--- config.mk ---
export PLATFORM = sky130hd
export DESIGN_NAME = ni_read_request_unit_flat
export DESIGN_NICKNAME = d
export VERILOG_FILES = /design/src/rtl/ni_read_request_unit_if.sv /design/src/rtl/ni_read_request_unit.sv /design/src/flat_wrapper.sv
export SDC_FILE = /design/constraint.sdc
export NUM_CORES = 1
export LEC_CHECK = 0
export CORE_ASPECT_RATIO = 1.2
export CORE_UTILIZATION = 40
export CTS_BUF_LIST = sky130_fd_sc_hd__clkbuf_2
export CTS_CLUSTER_SIZE = 12
export DETAILED_ROUTE_END_ITERATION = 12
export PLACE_DENSITY_LB_ADDON = 0.25
export SYNTH_ARGS = -nofsm -noshare
export SYNTH_HDL_FRONTEND = slang
export SYNTH_SLANG_ARGS = --single-unit
--- constraint.sdc ---
create_clock -name clk -period 3.4 [get_ports clk]
set_input_delay 0.51 -clock clk [delete_from_list [all_inputs] [get_ports clk]]
set_output_delay 0.51 -clock clk [all_outputs]
set_load 0.1 [all_outputs]
--- src/rtl/ni_read_request_unit_if.sv ---
// Bus bundle between the leaf router / PE controller side and the NI read request unit.
// Signal names follow the NI port list; modport direction gives the i/o sense.
interface ni_read_request_unit_if #(
    parameter int ACT_ADDR_WIDTH = 6,
    parameter int CNT_WIDTH      = 3
);
    logic                      rqst_valid;
    logic [ACT_ADDR_WIDTH-1:0] rqst_addr;
    logic                      rqst_credit;
    logic                      act_send_en;
    logic                      fin_comp;
    logic                      router_rdy;
    logic                      read_rqst_read_en;
    logic                      act_read_en;
    logic [ACT_ADDR_WIDTH-1:0] act_read_addr;
    logic                      ni_read_rqst;
    logic [ACT_ADDR_WIDTH-1:0] ni_read_addr;
    logic [CNT_WIDTH-1:0]      fifo_count;
    logic                      overflow_err;

    modport slave (
        input  rqst_valid, rqst_addr, act_send_en, fin_comp, router_rdy,
        output rqst_credit, read_rqst_read_en, act_read_en, act_read_addr,
               ni_read_rqst, ni_read_addr, fifo_count, overflow_err
    );

    modport master (
        output rqst_valid, rqst_addr, act_send_en, fin_comp, router_rdy,
        input  rqst_credit, read_rqst_read_en, act_read_en, act_read_addr,
               ni_read_rqst, ni_read_addr, fifo_count, overflow_err
    );
endinterface

--- src/rtl/ni_read_request_unit.sv ---
// Buffers READ requests from the leaf router, reads the activation register file and
// presents the READ to the NI output stage one cycle later, when the data is valid.
module ni_read_request_unit #(
    parameter int FIFO_DEPTH     = 4,
    parameter int ACT_ADDR_WIDTH = 6,
    parameter int CNT_WIDTH      = 3
) (
    input  logic                   clk,
    input  logic                   rst,
    ni_read_request_unit_if.slave  bus
);
    localparam int PTR_WIDTH = $clog2(FIFO_DEPTH);

    typedef enum logic {IDLE, PEND} state_t;

    state_t                    r_state;
    state_t                    w_nextState;
    logic [ACT_ADDR_WIDTH-1:0] r_mem [FIFO_DEPTH];
    logic [PTR_WIDTH-1:0]      r_head;
    logic [PTR_WIDTH-1:0]      r_tail;
    logic [CNT_WIDTH-1:0]      r_count;
    logic [ACT_ADDR_WIDTH-1:0] r_niReadAddr;
    logic                      r_overflow;
    logic                      w_accept;
    logic                      w_pop;
    logic                      w_full;
    logic                      w_push;
    logic                      w_actReadEn;
    logic [ACT_ADDR_WIDTH-1:0] w_actReadAddr;

    // A pop is only allowed when the output stage will also consume this cycle,
    // so its credit counter never sees two decrements at once.
    assign w_accept = !bus.act_send_en && !bus.fin_comp;
    assign w_pop    = (r_count != '0) && bus.router_rdy && w_accept;
    assign w_full   = (r_count == CNT_WIDTH'(FIFO_DEPTH));
    assign w_push   = bus.rqst_valid && (!w_full || w_pop);

    always_ff @(posedge clk) begin
        if (w_push) begin
            r_mem[r_tail] <= bus.rqst_addr;
        end
    end

    always_ff @(posedge clk or posedge rst) begin
        if (rst) begin
            r_head     <= '0;
            r_tail     <= '0;
            r_count    <= '0;
            r_overflow <= 1'b0;
        end else begin
            if (w_push) begin
                r_tail <= r_tail + 1'b1;
            end
            if (w_pop) begin
                r_head <= r_head + 1'b1;
            end
            if (w_push && !w_pop) begin
                r_count <= r_count + 1'b1;
            end else if (w_pop && !w_push) begin
                r_count <= r_count - 1'b1;
            end
            if (bus.rqst_valid && w_full && !w_pop) begin
                r_overflow <= 1'b1;
            end
        end
    end

    always_ff @(posedge clk or posedge rst) begin
        if (rst) begin
            r_state      <= IDLE;
            r_niReadAddr <= '0;
        end else begin
            r_state <= w_nextState;
            if (w_pop) begin
                r_niReadAddr <= r_mem[r_head];
            end
        end
    end

    // While a READ is stalled the register file is re-read every cycle so its
    // output stays aligned with the held request.
    always_comb begin
        w_nextState   = r_state;
        w_actReadEn   = 1'b0;
        w_actReadAddr = '0;
        if (w_pop) begin
            w_actReadEn   = 1'b1;
            w_actReadAddr = r_mem[r_head];
        end else if (r_state == PEND && !w_accept) begin
            w_actReadEn   = 1'b1;
            w_actReadAddr = r_niReadAddr;
        end
        case (r_state)
            IDLE:    if (w_pop) w_nextState = PEND;
            PEND:    if (w_accept) w_nextState = w_pop ? PEND : IDLE;
            default: w_nextState = IDLE;
        endcase
    end

    assign bus.rqst_credit       = w_pop;
    assign bus.read_rqst_read_en = w_pop;
    assign bus.act_read_en       = w_actReadEn;
    assign bus.act_read_addr     = w_actReadAddr;
    assign bus.ni_read_rqst      = (r_state == PEND);
    assign bus.ni_read_addr      = r_niReadAddr;
    assign bus.fifo_count        = r_count;
    assign bus.overflow_err      = r_overflow;
endmodule

--- src/flat_wrapper.sv ---
// flat-port wrapper written by rule: the top's interface ports become plain ports
module ni_read_request_unit_flat 
#(
    parameter int FIFO_DEPTH     = 4,
    parameter int ACT_ADDR_WIDTH = 6,
    parameter int CNT_WIDTH      = 3
)
  (clk, rst, bus_rqst_valid, bus_rqst_addr, bus_act_send_en, bus_fin_comp, bus_router_rdy, bus_rqst_credit, bus_read_rqst_read_en, bus_act_read_en, bus_act_read_addr, bus_ni_read_rqst, bus_ni_read_addr, bus_fifo_count, bus_overflow_err);
  ni_read_request_unit_if #(.ACT_ADDR_WIDTH(ACT_ADDR_WIDTH), .CNT_WIDTH(CNT_WIDTH)) bus_i ();
  input  logic clk;
  input  logic rst;
  input wire logic [$bits(bus_i.rqst_valid)-1:0] bus_rqst_valid;
  input wire logic [$bits(bus_i.rqst_addr)-1:0] bus_rqst_addr;
  input wire logic [$bits(bus_i.act_send_en)-1:0] bus_act_send_en;
  input wire logic [$bits(bus_i.fin_comp)-1:0] bus_fin_comp;
  input wire logic [$bits(bus_i.router_rdy)-1:0] bus_router_rdy;
  output wire logic [$bits(bus_i.rqst_credit)-1:0] bus_rqst_credit;
  output wire logic [$bits(bus_i.read_rqst_read_en)-1:0] bus_read_rqst_read_en;
  output wire logic [$bits(bus_i.act_read_en)-1:0] bus_act_read_en;
  output wire logic [$bits(bus_i.act_read_addr)-1:0] bus_act_read_addr;
  output wire logic [$bits(bus_i.ni_read_rqst)-1:0] bus_ni_read_rqst;
  output wire logic [$bits(bus_i.ni_read_addr)-1:0] bus_ni_read_addr;
  output wire logic [$bits(bus_i.fifo_count)-1:0] bus_fifo_count;
  output wire logic [$bits(bus_i.overflow_err)-1:0] bus_overflow_err;
  assign bus_i.rqst_valid = bus_rqst_valid;
  assign bus_i.rqst_addr = bus_rqst_addr;
  assign bus_i.act_send_en = bus_act_send_en;
  assign bus_i.fin_comp = bus_fin_comp;
  assign bus_i.router_rdy = bus_router_rdy;
  assign bus_rqst_credit = bus_i.rqst_credit;
  assign bus_read_rqst_read_en = bus_i.read_rqst_read_en;
  assign bus_act_read_en = bus_i.act_read_en;
  assign bus_act_read_addr = bus_i.act_read_addr;
  assign bus_ni_read_rqst = bus_i.ni_read_rqst;
  assign bus_ni_read_addr = bus_i.ni_read_addr;
  assign bus_fifo_count = bus_i.fifo_count;
  assign bus_overflow_err = bus_i.overflow_err;
  ni_read_request_unit #(.FIFO_DEPTH(FIFO_DEPTH), .ACT_ADDR_WIDTH(ACT_ADDR_WIDTH), .CNT_WIDTH(CNT_WIDTH)) u_core (.clk(clk), .rst(rst), .bus(bus_i));
endmodule
==> impl_metrics.json, run 1 <==
{
  "clk_path_buf_depth": 2,
  "routed-via-count": 947,
  "drive_above_1_share_pct": 23.4,
  "tns_ps": 0,
  "slew_headroom_pct": 34.0,
  "worst-endpoint-required_ps": 2890,
  "drc": 0,
  "htree_levels": 2,
  "synthTopCellsByCount": "edfxtp_1 (24), dfrtp_1 (15), a21o_1 (14)",
  "netlist_area_sq_mm": 0.00170,
  "post-route-min-period_ps": 2690,
  "grt_pass1_vias": 991,
  "port_buffers": 31,
  "critPathTopFamily": "flip-flops",
  "hold_violations": 0,
  "antenna_found_initial": 0,
  "ys_seq_elements": 39,
  "die-width_um": 61.4,
  "syn_avg_cell_area_sq_um": 16.6,
  "fill_cells": 363,
  "path_class": "register to primary output",
  "cts_setup_buffers": 0,
  "maxCapViolations": 0,
  "hp-class": "primary input to async pin",
  "slowest_delay_ps": 660,
  "clk_latency_ps": 400,
  "slew_viol_final": 0,
  "track_usage_pct": 15.0,
  "crit_slowest_cell": "dfrtp_1",
  "drt_pass1_iterations": 4,
  "grt_pass1_wl_um": 4610,
  "ant_nets": 0,
  "nets": 154,
  "first_iter_violations": 37,
  "fin_ws_ps": 715,
  "io_pins": 32,
  "max_freq_mhz": 372,
  "holdBufCountCts": 0,
  "critical_path_buf_inv_count": 1,
  "syn_nets": 120,
  "ys_seq_area_share_pct": 64.6,
  "synth.distinct_cells": 25,
  "netlist_instances": 102,
  "clkTransAtPathRegs_ps": 200,
  "core-area_sq_mm": 0.00400,
  "synth_top_area_cell": "edfxtp_1",
  "die-area_sq_mm": 0.00450,
  "cts_tree": "built",
  "critPathCaptureType": "primary output",
  "synth-edff-count": 24,
  "initial_core_util_pct": 42.3,
  "synth_top_cell_area_share_pct": 42.5,
  "setup_violations": 0,
  "numCtsBuffers": 5,
  "die_y_um": 73.3,
  "grt_max_degree": 16,
  "ys.flop_type": "edfxtp_1",
  "finalCritPeriodShare_pct": 79.0,
  "cp-start-kind": "register",
  "cts_root_buffer": "clkbuf_2",
  "routed_via_density": 4.96,
  "overflow": 0,
  "tightestPinTransition_ps": 988,
  "outcome": "finished, final reports clean",
  "num_rows": 25,
  "fin_skew_ps": 20.1,
  "cts-resized-gates": 0,
  "hpwl_um": 2140,
  "crit_arrival_ps": 2180,
  "diodes": 0,
  "synth_area_leaders": "edfxtp_1 (43%), dfrtp_1 (22%), mux4_2 (8.0%)",
  "crit_fanout": 8,
  "critical_path.cell_chain": "mux4_2, and3_4, a21o_1, buf_12",
  "routedWlPerCell_um": 14.8,
  "synthArstFlopShare_pct": 38.5,
  "synth.most_common_cell": "edfxtp_1",
  "rsz0062_at_grt": "false",
  "cts.sinks": 39,
  "gp_congestion": 0.688,
  "pre_cts_ws_ps": 492,
  "area_growth_pct": 30.2,
  "synth_warnings": 0,
  "routed_wl_um": 2830
}
-- kinds of logic (layout without fill, tap and decap cells) --
group / count (synthesis) / count (layout) / share of synthesized area (%)
flip-flops: 39 / 39 / 64.6
AO/OA/AOI/OAI: 16 / 16 / 7.31
multiplexers: 8 / 8 / 9.30
buffers and inverters: 11 / 46 / 3.25
AND/OR/NAND/NOR: 16 / 16 / 7.53
adder cells (fa/ha/maj): 6 / 6 / 4.87
XOR/XNOR: 6 / 6 / 3.10
-- worst paths after layout --
kind / startpoint / endpoint / slack (ps) / cells past startpoint
worst max-delay path: u_core.r_head[0] / bus_act_read_addr[1] / 710 / 4
worst min-delay path: rst / u_core.r_head[1] / 440 / 2
worst max register to register: u_core.bus.fifo_count[1] / u_core.bus.fifo_count[2] / 1020 / 8
worst min register to register: u_core.bus.overflow_err / u_core.bus.overflow_err / 480 / 1
max in group asynchronous: rst / u_core.bus.ni_read_addr[3] / 2570 / 2
min in group clk: u_core.bus.overflow_err / u_core.bus.overflow_err / 480 / 1
-- metrics by stage --
step                      utilization, %  cells  hold WS (ps)  instance area, sq um
final                               55.1    191           441                  2210
after global routing                55.1    191           459                  2210
after CTS                           55.1    191           435                  2210
after detailed placement            53.4    183           451                  2140
after global placement              53.4    183           443                  2140
after floorplan                        -    102           411                  1700
-- state kept, by name (all words and copies together), names as in the netlist --
name / cells
u_core.bus.overflow_err: 1
u_core.bus.ni_read_rqst: 1
u_core.r_tail: 2
u_core.r_head: 2
u_core.bus.fifo_count: 3
u_core.r_mem: 24
u_core.bus.ni_read_addr: 6
-- area by class of cell --
type                            count  area (sq um)  share of cell area (%)
Clock buffer                        5          25.0                    1.13
Sequential cell                    39          1100                    49.7
Tap cell                           54          67.6                    3.06
Timing Repair Buffer               32           408                    18.5
Multi-Input combinational cell     52           544                    24.7
Clock inverter                      3          43.8                    1.98
Inverter                            6          22.5                    1.02
-- placed cells by master, fill, tap and decap left out, types with 6 or more instances in the layout --
cell,netlist,routed
edfxtp_1,24,24
clkdlybuf4s50_1,0,22
dfrtp_1,15,15
a21o_1,14,14
buf_12,0,9
inv_1,6,6
mux4_2,6,6
and3_4,6,6
-- routing by layer --
metal | up-vias | part of all wire, % | GRT usage, %
li1 | 443 | - | -
met5 | - | 0 | 0
met1 | 465 | 40 | 17.0
met4 | 0 | 1.9 | 6.67
met3 | 7 | 5.9 | 5.28
met2 | 32 | 52 | 25.0
Power of run 1 is left out: the tool's default activity adds up to more than one toggle a clock period on the data nets, which glitch-free logic cannot reach.
==> run 2: changes to the inputs <==
- clock period: 3.4 -> 2.41 ns (I/O delays scaled with it)
==> run 2 against run 1 <==
Register-to-register slack worse by 810 ps. Wire length rose by 4.4%. Flip-flop and latch count is the same. Non-clock buffer count rose by 5. Sequential share of layout area down 0.16 points. Critical path depth unchanged. Highest routed layer unchanged. Design area is 1.2% higher.
==> impl_metrics.json, run 2 (synthesized netlist as in run 1, its figures left out) <==
{
  "max_freq_mhz": 421,
  "path_class": "register to primary output",
  "track_usage_pct": 15.5,
  "post-route-min-period_ps": 2380,
  "slew_viol_final": 0,
  "cts_tree": "built",
  "routed_via_density": 4.93,
  "slew_headroom_pct": 59.8,
  "area_growth_pct": 31.8,
  "holdBufCountCts": 0,
  "drc": 0,
  "io_pins": 32,
  "crit_fanout": 8,
  "layout_common_cells": "edfxtp_1 (24), buf_4 (17), a21o_1 (14)",
  "slowest_delay_ps": 560,
  "pre_cts_ws_ps": -21.8,
  "grt_pass1_vias": 1031,
  "setup_violations": 0,
  "grt_max_degree": 16,
  "critical_path_buf_inv_count": 1,
  "maxCapViolations": 0,
  "numCtsBuffers": 5,
  "outcome": "finished, final reports clean",
  "mostFrequentLayoutCell": "edfxtp_1",
  "critPathCaptureType": "primary output",
  "port_buffers": 31,
  "antenna_found_initial": 0,
  "drive_above_1_share_pct": 38.5,
  "die_y_um": 73.3,
  "initial_core_util_pct": 42.3,
  "routedWlPerCell_um": 15.0,
  "diodes": 0,
  "routed-via-count": 971,
  "rsz0062_at_grt": "true",
  "cts.sinks": 39,
  "hp-class": "primary input to async pin",
  "gp_congestion": 0.777,
  "largest_register_ff_count": 24,
  "critical_path.cell_chain": "mux4_2, and3_4, a21o_1, buf_12",
  "drt_pass1_iterations": 4,
  "first_iter_violations": 43,
  "fill_cells": 341,
  "clk_path_buf_depth": 2,
  "clk_latency_ps": 400,
  "top_register": "u_core.r_mem",
  "hold_violations": 0,
  "cts_root_buffer": "clkbuf_2",
  "finalCritPeriodShare_pct": 98.7,
  "fin_ws_ps": 31.9,
  "grt_pass1_wl_um": 4770,
  "core-area_sq_mm": 0.00400,
  "die-width_um": 61.4,
  "clkTransAtPathRegs_ps": 190,
  "critPathTopFamily": "flip-flops",
  "die-area_sq_mm": 0.00450,
  "fin_skew_ps": 13.3,
  "nets": 160,
  "htree_levels": 2,
  "cp-start-kind": "register",
  "hpwl_um": 2120,
  "crit_slowest_cell": "dfrtp_2",
  "routed_wl_um": 2960,
  "worst-endpoint-required_ps": 2050,
  "overflow": 0,
  "tightestPinTransition_ps": 602,
  "num_rows": 25,
  "crit_arrival_ps": 2020,
  "ant_nets": 0
}
[run 2: changes by cell type in the layout (fill, tap and decap cells not counted), sizes merged]
cell,before,now
buf,10,26
bufinv,1,0
clkbuf,5,6
clkdlybuf4s50,22,11
clkinv,2,1
clkinvlp,0,2
inv,6,5
or3,1,2
[run 2: repair_timing]
item,4_1_cts,5_1_grt
pin swaps,7,1
resized for setup,2,1
setup buffers,2,1
cloned,0,1
endpoints found under the setup margin,9,8
[run 2: metrics by stage]
step / std cells / TNS [ps] / utilization (%) / hold slack [ps] / cell area, sq um
after global routing: 197 / -365 / 55.8 / 291 / 2230
after global placement: 187 / 0 / 54.1 / 445 / 2170
after CTS: 196 / -14.6 / 55.5 / 302 / 2220
after floorplan: 102 / -3.75 / - / 263 / 1740
after detailed placement: 187 / -21.8 / 54.1 / 458 / 2170
final: 197 / 0 / 55.8 / 300 / 2230
[run 2: routing by layer]
metal  global-route usage [%]  vias to the layer above  part of all wire (%)
li1                         -                      457                     -
met1                     16.8                      472                    40
met2                     26.3                       34                    53
met3                     3.87                        8                   4.3
met4                     10.1                        0                   2.8
met5                        0                        -                     0
[run 2: layout make-up]
cell class / instances / area [sq um] / area share (%)
inverters: 6 / 26.3 / 1.18
repair buffers: 37 / 418 / 18.7
multi-input cells: 53 / 574 / 25.7
flip-flops and latches: 39 / 1110 / 49.5
clock buffers: 6 / 30.0 / 1.34
well taps: 54 / 67.6 / 3.02
clock inverters: 2 / 12.5 / 0.560
[run 2: worst paths after layout]
| check | from | endpoint | slack [ps] | cells after the start |
|---|---|---|---|---|
| worst max-delay path | u_core.r_head[0] | bus_act_read_addr[4] | 30 | 4 |
| worst min-delay path | rst | u_core.bus.ni_read_addr[2] | 300 | 2 |
| worst max register to register | u_core.bus.fifo_count[1] | u_core.bus.fifo_count[2] | 210 | 8 |
| worst min register to register | u_core.bus.overflow_err | u_core.bus.overflow_err | 490 | 1 |
| max in group asynchronous | rst | u_core.bus.fifo_count[1] | 1670 | 2 |
| min in group clk | u_core.bus.overflow_err | u_core.bus.overflow_err | 490 | 1 |
Power of run 2 is left out for the same reason.
==> run 3: changes to the inputs <==
- MAX_ROUTING_LAYER: unset -> met4
- SLEW_MARGIN: unset -> 20
==> run 3 against run 2 <==
Worst hold slack gained 12 ps. Critical path type unchanged. Sequential share of layout area is the same. Critical path depth is the same. Via count shrank 0.72%. Die area is the same. Flip-flop and latch count is the same. First-iteration DRC count grew 14%. Global-route usage grew 0.41 points. Maximum frequency grew 0.73%.
==> impl_metrics.json, run 3 (synthesized netlist as in run 1, its figures left out) <==
{
  "routed_wl_um": 2950,
  "fin_ws_ps": 49.1,
  "outcome": "finished, final reports clean",
  "track_usage_pct": 15.9,
  "hpwl_um": 2120,
  "rsz0062_at_grt": "true",
  "setup_violations": 0,
  "critPathTopFamily": "flip-flops",
  "multiInputGateArea_sq_um": 574,
  "critPathCaptureType": "primary output",
  "mostFrequentLayoutCell": "edfxtp_1",
  "grt_max_degree": 16,
  "routedWlPerCell_um": 15.0,
  "maxCapViolations": 0,
  "clkTransAtPathRegs_ps": 190,
  "crit_arrival_ps": 2000,
  "crit_slowest_cell": "dfrtp_2",
  "cts.sinks": 39,
  "path_class": "register to primary output",
  "hp-class": "primary input to async pin",
  "first_iter_violations": 49,
  "area_growth_pct": 31.8,
  "drive_above_1_share_pct": 38.5,
  "m1WireLength_um": 1190,
  "ff_latch_area_sq_mm": 0.00111,
  "routed_via_density": 4.89,
  "pre_cts_ws_ps": -21.8,
  "die_y_um": 73.3,
  "gp_congestion": 0.788,
  "post-route-min-period_ps": 2360,
  "io_pins": 32,
  "cts_root_buffer": "clkbuf_2",
  "clk_path_buf_depth": 2,
  "final_util_pct": 55.8,
  "finalCritPeriodShare_pct": 98.0,
  "die-width_um": 61.4,
  "antenna_found_initial": 0,
  "wl_met2_um": 1580,
  "die-area_sq_mm": 0.00450,
  "diodes": 0,
  "tightestPinTransition_ps": 604,
  "grt_pass1_wl_um": 4780,
  "num_rows": 25,
  "core-area_sq_mm": 0.00400,
  "numCtsBuffers": 5,
  "layout_common_cells": "edfxtp_1 (24), buf_4 (17), a21o_1 (14)",
  "wl_met3_um": 124,
  "largest_register_ff_count": 24,
  "grt_pass1_vias": 1021,
  "critical_path_buf_inv_count": 1,
  "slew_headroom_pct": 59.7,
  "slew_viol_final": 0,
  "overflow": 0,
  "crit_fanout": 8,
  "critical_path.cell_chain": "mux4_2, and3_4, a21o_1, buf_12",
  "slowest_delay_ps": 550,
  "clk_latency_ps": 390,
  "max_freq_mhz": 424,
  "drt_pass1_iterations": 2,
  "htree_levels": 2,
  "nets": 160,
  "initial_core_util_pct": 42.3,
  "worst-endpoint-required_ps": 2050,
  "routed-via-count": 964,
  "fin_skew_ps": 14.4,
  "fill_cells": 341,
  "top_register": "u_core.r_mem",
  "cts_tree": "built",
  "drc": 0,
  "port_buffers": 31,
  "top_layer_used": "met4",
  "ant_nets": 0,
  "cp-start-kind": "register",
  "hold_violations": 0
}
run 3: path summary, 6_finish.rpt:
path	slack [ps]	to	start	depth (start not counted)
max in group asynchronous	1660	u_core.bus.fifo_count[1]	rst	2
min reg2reg	490	u_core.bus.overflow_err	u_core.bus.overflow_err	1
max	50	bus_act_read_addr[4]	u_core.r_head[0]	4
min	310	u_core.r_tail[0]	rst	2
max reg2reg	210	u_core.bus.fifo_count[1]	u_core.bus.fifo_count[1]	6
min in group clk	490	u_core.bus.overflow_err	u_core.bus.overflow_err	1
run 3: layout make-up:
type | count | area share (%)
clock buffer | 6 | 1.34
clock inverter | 2 | 0.560
inverter | 6 | 1.18
multi-input combinational | 53 | 25.7
sequential | 39 | 49.5
tap | 54 | 3.02
timing repair buffer | 37 | 18.7
run 3: worst register-to-register path, stage by stage (launching register included):
cell	delay, ps
dfrtp_4	530
buf_4	160
o41a_1	430
ha_1	220
inv_1	80
fa_1	410
mux2_2	280
run 3: timing repair:
action / in CTS / in global routing
endpoints found under the setup margin: 9 / 8
cloned: 0 / 1
pin swaps: 7 / 1
buffers inserted: 2 / 1
resized for setup: 2 / 1
hold buffers: 0 / 0
run 3: through the flow:
step | TNS, ps | cells | area, sq um | hold slack (ps)
CTS | -14.6 | 196 | 2220 | 302
floorplan | -3.75 | 102 | 1740 | 263
finish | 0 | 197 | 2230 | 312
global placement | 0 | 187 | 2170 | 445
detailed placement | -21.8 | 187 | 2170 | 458
global route | -356 | 197 | 2230 | 289
run 3: metal layers:
metal  global-route usage, %  up-vias
met1                    16.8      471
met2                    26.2       30
li1                        -      458
met3                    4.40        5
met5                       -        -
met4                    9.38        0
Power of run 3 is left out for the same reason.
